$ cat src/rtl/fetch_unit.sv
// Instruction fetch stage: owns the PC, issues in-order imem reads, buffers up to
// two returned words and presents them to decode, honouring stall and redirects.
module fetch_unit #(
  parameter logic [31:0] RESET_PC     = 32'h0000_0000,
  parameter int unsigned MAX_INFLIGHT = 2
) (
  input  logic        clk,
  input  logic        reset_n,
  output logic        imem_req,
  output logic [31:0] imem_addr,
  input  logic        imem_ready,
  input  logic        imem_rvalid,
  input  logic [31:0] imem_rdata,
  input  logic        stall,
  input  logic        branch_taken,
  input  logic [31:0] branch_target,
  output logic        if_valid,
  output logic [31:0] if_pc,
  output logic [31:0] if_instruction
);

  typedef logic [31:0] instruction_type;

  logic [31:0]     pc;
  logic [1:0]      inflight;
  logic [1:0]      drop;
  logic [1:0]      fifo_count;
  logic            fifo_rd;
  logic            fifo_wr;
  logic [31:0]     fifo_pc   [2];
  instruction_type fifo_word [2];
  logic [31:0]     tag       [2];
  logic            tag_rd;
  logic            tag_wr;

  logic            accept;
  logic            resp;
  logic            push;
  logic            pop;
  logic [2:0]      occupancy;

  always_comb begin
    resp     = imem_rvalid && (inflight != 2'd0);
    if_valid = (fifo_count != 2'd0);
    pop      = if_valid && !stall && !branch_taken;
    push     = resp && (drop == 2'd0) && !branch_taken;
    // A slot freed by this cycle's pop is reusable at once, which is what
    // sustains one instruction per cycle with single-cycle memory.
    occupancy = {1'b0, inflight} + {1'b0, fifo_count} - {2'b00, pop};
    imem_req  = reset_n && !branch_taken && (occupancy < 3'(MAX_INFLIGHT));
    imem_addr = pc;
    accept    = imem_req && imem_ready;
    if_pc          = fifo_pc[fifo_rd];
    if_instruction = fifo_word[fifo_rd];
  end

  always_ff @(posedge clk or negedge reset_n) begin
    if (!reset_n) begin
      pc         <= RESET_PC;
      inflight   <= '0;
      drop       <= '0;
      fifo_count <= '0;
      fifo_rd    <= 1'b0;
      fifo_wr    <= 1'b0;
      tag_rd     <= 1'b0;
      tag_wr     <= 1'b0;
      for (int unsigned i = 0; i < 2; i++) begin
        fifo_pc[i]   <= '0;
        fifo_word[i] <= '0;
        tag[i]       <= '0;
      end
    end else begin
      inflight <= inflight + {1'b0, accept} - {1'b0, resp};
      if (accept) begin
        tag[tag_wr] <= pc;
        tag_wr      <= ~tag_wr;
        pc          <= pc + 32'd4;
      end
      if (resp) begin
        tag_rd <= ~tag_rd;
      end
      if (branch_taken) begin
        // Every request still outstanding after this edge belongs to the old path.
        pc         <= branch_target & 32'hFFFF_FFFC;
        fifo_count <= '0;
        fifo_rd    <= 1'b0;
        fifo_wr    <= 1'b0;
        drop       <= inflight - {1'b0, resp};
      end else begin
        if (resp && (drop != 2'd0)) begin
          drop <= drop - 2'd1;
        end
        if (push) begin
          fifo_pc[fifo_wr]   <= tag[tag_rd];
          fifo_word[fifo_wr] <= imem_rdata;
          fifo_wr            <= ~fifo_wr;
        end
        if (pop) begin
          fifo_rd <= ~fifo_rd;
        end
        fifo_count <= fifo_count + {1'b0, push} - {1'b0, pop};
      end
    end
  end

  // A response with nothing outstanding is a memory protocol error.
  assert property (@(posedge clk) disable iff (!reset_n)
                   !(imem_rvalid && (inflight == 2'd0)));

endmodule
$ cat config.mk
export PLATFORM = sky130hd
export DESIGN_NAME = fetch_unit
export DESIGN_NICKNAME = d
export VERILOG_FILES = /design/src/rtl/fetch_unit.sv
export SDC_FILE = /design/constraint.sdc
export NUM_CORES = 1
export LEC_CHECK = 0
export ABC_AREA = 1
export BUFFER_PORTS_ARGS = -buffer_cell sky130_fd_sc_hd__buf_2
export CORE_MARGIN = 2
export CORE_UTILIZATION = 40
export CTS_CLUSTER_DIAMETER = 50
export CTS_CLUSTER_SIZE = 14
export DETAILED_ROUTE_END_ITERATION = 10
export HOLD_SLACK_MARGIN = 0.03
export PLACE_DENSITY = 0.7
export SLEW_MARGIN = 10
export SYNTH_ARGS = -nofsm -noshare
export SYNTH_HDL_FRONTEND = slang
export SYNTH_SLANG_ARGS = --single-unit
$ cat constraint.sdc
create_clock -name clk -period 3.2 [get_ports clk]
set_input_delay 0 -clock clk [delete_from_list [all_inputs] [get_ports clk]]
set_output_delay 0 -clock clk [all_outputs]
set_load 0.01 [all_outputs]
Word level (Yosys, flattened, before mapping)
Index checks and enable logic that the tools add are counted.
{"block": "word_totals", "reg_bits": 234, "in_bits": 70, "wordCells": 86}
{"block": "op_classes", "n_addsub": 9, "n_lt_le_gt_ge": 7, "n_mux": 25, "bitwise": 9, "n_reduce_logical": 22}
{"op": "$mux 32", "n": 13}
{"op": "$bwmux 64", "n": 3}
{"op": "$demux 32 s1", "n": 2}
{"op": "$add 32x3->32 const B", "n": 1}
{"op": "$reduce_bool 2->1", "n": 7}
{"op": "$logic_and 1x1->1", "n": 11}
{"op": "$ge 2x2->1 const B", "n": 4}
{"op": "$not 1->2", "n": 4}
{"op": "$mux 2", "n": 3}
{"op": "$sub 2x1->2", "n": 3}
{"op": "$not 1->1", "n": 5}
{"op": "$add 2x1->2", "n": 2}
{"op": "$lt 2x1->1 const B", "n": 2}
{"op": "$mux 1", "n": 4}
{"op": "$add 2x2->3", "n": 1}
{"op": "$lt 3x2->1 const B", "n": 1}
{"op": "$sub 3x1->3", "n": 1}
{"op": "$logic_not 1->1", "n": 2}
{"op": "$logic_not 2->1", "n": 1}
{"op": "$reduce_and 2->1", "n": 1}
{"op": "$sub 2x1->2 const B", "n": 1}

Depth between registers and ports, before layout
{"block": "depth", "word_depth": 9, "ltp_mapped": 15}

Least setup slack after synthesis
OpenSTA, ideal clock, no wires.
{"block": "synth_path", "path_type": "register to register", "from": "reg fifo_count[1]", "to": "reg inflight[1]", "setup_time_ns": 0.129, "t_arrival_ns": 2.961, "required_time_ns": 3.071, "slack_ns": 0.111, "stages_incl_launch_ff": 16, "period_less_slack_ns": 3.089, "cell_sequence": "dfrtp_1 -> inv_1 -> nand2_1 -> nand2_1 -> nor2_1 -> ha_1 -> or2_2 -> fa_1 -> xor2_1 -> nand3b_4 -> buf_2 -> ha_1 -> inv_1 -> ha_1 -> xnor2_1 -> xor2_1"}
{"block": "synth_between", "elab_chain_cells": 9}
{"item": "start, declared", "line_no": "27", "source": "logic [1:0] fifo_count;"}
{"item": "start signal, assigned", "line_no": "101", "source": "fifo_count <= fifo_count + {1'b0, push} - {1'b0, pop};"}
{"item": "$reduce_bool 2->1", "line_no": "44", "source": "if_valid = (fifo_count != 2'd0);"}
{"item": "named net if_valid", "line_no": "17", "source": "output logic if_valid,"}
{"item": "$logic_and 1x1->1 (2 in a row)", "line_no": "45", "source": "pop = if_valid && !stall && !branch_taken;"}
{"item": "$sub 3x1->3", "line_no": "49", "source": "occupancy = {1'b0, inflight} + {1'b0, fifo_count} - {2'b00, pop};"}
{"item": "$lt 3x2->1", "line_no": "50", "source": "imem_req = reset_n && !branch_taken && (occupancy < 3'(MAX_INFLIGHT));"}
{"item": "$logic_and 1x1->1", "line_no": "50"}
{"item": "$logic_and 1x1->1", "line_no": "52", "source": "accept = imem_req && imem_ready;"}
{"item": "$add 2x1->2", "line_no": "73", "source": "inflight <= inflight + {1'b0, accept} - {1'b0, resp};"}
{"item": "$sub 2x1->2", "line_no": "73"}
{"item": "end signal, assigned", "line_no": "73"}
{"item": "end, declared", "line_no": "25", "source": "logic [1:0] inflight;"}
The timed path passes the listed nets, and every way through them passes these cells.
A chain may end at the register's enable or synchronous reset.

Final worst setup path
{"block": "layout_path", "from": "reg fifo_count[1]", "to": "reg inflight[1]"}
{"block": "layout_between", "elab_chain_cells": 9}
{"item": "parallel branches: the longest is 3 deep, another holds $add 2x2->3"}
{"item": "$sub 3x1->3 (*)", "line_no": "49"}
{"item": "$lt 3x2->1 (*)", "line_no": "50"}
{"item": "$logic_and 1x1->1 (*)", "line_no": "50"}
{"item": "$logic_and 1x1->1 (*)", "line_no": "52"}
{"item": "$add 2x1->2 (*)", "line_no": "73"}
{"item": "$sub 2x1->2 (*)", "line_no": "73"}
Every way passes the cells marked *.

==> results.yml <==
clock_tree:
  clockBufferDepth: 3
  clkLatencyLatePin_ns: 0.53
  htree_levels: 1
  cts.sinks: 224
  tritoncts: "done"
  clkTransAtPathRegs_ns: 0.06
  cts-buffers-inserted: 27
  root_buffer: "clkbuf_16"
setup_path:
  cp-end-kind: "flip-flop"
  critPathLaunchType: "flip-flop"
  crit_type: "flip-flop to flip-flop"
  critPathRequiredTime_ns: 3.61
  worstPathArrival_ns: 3.42
  path_max_fanout: 3
finish:
  diodes: 0
  num-fill-cells: 2533
  num-nets-final: 1688
  drive_gt1_share_pct: 14.86
  synthToLayoutAreaGrowth_pct: 23.76
die:
  boundaryPins: 168
  start_util_pct: 40.41
  row_count: 60
  fp.dieW_um: 168.3
  core_area_um2: 26730
  die_y_um: 168.3
  floorplan.die_area_um2: 28330
min_path:
  hold_path.class: "input port to asynchronous set/reset pin"
drt:
  first_pass_iters: 5
  ant_nets: 0
  wire_per_inst_um: 13.48
  drt-initial-drc-count: 685
  vias: 9375
  via_per_inst: 4.761
  drc_errors: 0
  drt-total-wl_um: 26550
timing:
  fin_skew_ns: 0.008433
  hold_ws_ns: 0.009842
  max_slew_margin_pct: 45.06
  timing.fmax_ghz: 0.3321
  slew_viol_final: 0
  worst_pin_slew_ns: 0.8241
  min_period_ns: 3.011
  hold_viol: 0
  setup_viol: 0
  fin_crit_sh_pct: 94.09
yosys:
  yosysUniqueCellTypes: 30
  synthesis.area_um2: 10800
  syn_area_per_cell_um2: 7.660
  ys_warn_count: 0
  ys_ff_latch: 224
  ys_seq_area_share_pct: 51.90
  netlist_instances: 1410
power_and_ir_drop:
  ir_worst_vdd_uv: 446.6
  leakage_nw: 7.012
  power_w: 0.01128
  power_density_nw_per_um2: 843.6
global_routing:
  grt_pass1_vias: 8975
  grt_first_pass_wirelength_um: 43930
  grt_max_degree: 160
  antenna_found_initial: 0
  track_usage_pct: 18.83
  overflow: 0
flow_run:
  maxCapViolCount: 0
placement:
  portBuffers: 161
  globalplace.congestion: 0.8810
  hpwl_um: 16870
status:
  status: "complete, no violations"
per-stage QoR:
step	utilization, %	cell area (um2)	setup slack, ns	setup TNS (ns)	cells
finish	50.01	13370	0.1890	0	1969
global route	50.01	13370	-0.01487	-0.01487	1969
CTS	49.87	13330	0.06375	0	1968
detailed placement	43.99	11760	0.1176	0	1853
global placement	43.99	11760	0.2220	0	1853
floorplan	-	10810	0.1106	0	1413
repair_timing:
action                     CTS  global route
setup buffers                0             1
hold endpoints to repair   164             0
gates resized for setup      0             5
setup endpoints to repair    0            61
hold buffers                66             0
state kept, by name, indices dropped and copies added (netlist names):
name / flops
inflight: 2
tag_rd: 1
drop: 2
tag: 60
tag_wr: 1
fifo_pc: 60
fifo_word: 64
fifo_count: 2
fifo_rd: 1
imem_addr: 30
fifo_wr: 1
per-layer routing:
| layer | wire length, um | part of all wire, % | up-vias | track usage (%) |
|---|---|---|---|---|
| met1 | 12580 | 47 | 4304 | 26.89 |
| met4 | 629 | 2.4 | 0 | 5.060 |
| met5 | 0 | 0 | - | 0 |
| met2 | 11960 | 45 | 248 | 30.45 |
| met3 | 1373 | 5.2 | 43 | 2.351 |
| li1 | - | - | 4780 | - |
cells in the mapped netlist (all sizes together):
cell / instances / area [um2]
nand2: 628 / 2372
inv: 133 / 506.7
fa: 1 / 20.02
buf: 42 / 319.1
nand3: 76 / 385.4
nand4: 1 / 12.51
and2: 2 / 12.51
nor2: 45 / 178.9
o211ai: 1 / 7.510
dfrtp: 224 / 5605
conb: 1 / 3.750
clkbuf: 31 / 116.4
or2: 2 / 12.51
xor2: 9 / 78.83
xnor2: 3 / 26.28
o21ai: 200 / 1005
nand3b: 1 / 20.02
ha: 9 / 112.6
a21oi: 1 / 5.000
placed cells by master, fill, tap and decap left out, drive strengths merged:
| master | synthesis | final |
|---|---|---|
| or2 | 2 | 2 |
| inv | 133 | 139 |
| buf | 42 | 173 |
| nor2 | 45 | 45 |
| nand2 | 628 | 628 |
| nand3b | 1 | 1 |
| conb | 1 | 4 |
| ha | 9 | 9 |
| clkinv | 0 | 7 |
| and2 | 2 | 2 |
| dlygate4sd3 | 0 | 66 |
| clkbuf | 31 | 32 |
| a21oi | 1 | 1 |
| clkinvlp | 0 | 2 |
| o211ai | 1 | 1 |
| nand3 | 76 | 76 |
| bufinv | 0 | 2 |
| nand4 | 1 | 1 |
| fa | 1 | 1 |
| dfrtp | 224 | 224 |
| o21ai | 200 | 200 |
| xnor2 | 3 | 3 |
| xor2 | 9 | 9 |
worst max-delay path, stage by stage, from the launching register on:
cell	delay, ns
dfrtp_1	0.37
inv_1	0.07
nand2_1	0.09
nand2_2	0.07
nor2_2	0.14
ha_1	0.24
or2_2	0.30
fa_1	0.44
xor2_2	0.23
nand3b_4	0.13
ha_1	0.29
inv_1	0.04
ha_1	0.18
xnor2_1	0.13
xor2_1	0.16
power breakdown:
part / switching (W) / internal, W
logic: 0.00222 / 0.00138
clock network: 0.00126 / 0.00181
registers: 0.000655 / 0.00395
total: 0.00414 / 0.00714
worst paths after layout:
check	cells past startpoint	to	start	slack [ns]
max in group asynchronous	3	imem_addr[16]	reset_n	1.96
hold / removal	2	fifo_word[55]	reset_n	0.01
setup / recovery	14	inflight[1]	fifo_count[1]	0.19
hold reg to reg	2	fifo_pc[52]	fifo_pc[52]	0.48
setup reg to reg	14	inflight[1]	fifo_count[1]	0.19
min in group clk	3	fifo_count[1]	branch_taken	0.07
cell type report:
cell class / count / area (um2) / share of cell area (%)
Inverter: 133 / 506.7 / 3.791
Multi-Input combinational cell: 983 / 4310 / 32.25
Clock inverter: 17 / 187.7 / 1.404
Timing Repair Buffer: 239 / 1604 / 12.00
Tap cell: 341 / 426.7 / 3.192
Clock buffer: 32 / 724.4 / 5.420
Sequential cell: 224 / 5607 / 41.95
cell families after synthesis:
logic type / after synthesis / synth area share (%)
AO/OA/AOI/OAI: 202 / 9.418
other: 1 / 0.03472
AND/OR/NAND/NOR: 755 / 27.72
adder cells (fa/ha/maj): 10 / 1.228
buffers and inverters: 206 / 8.723
flip-flops: 224 / 51.90
XOR/XNOR: 12 / 0.9732
(Power assumes the default switching activity.)
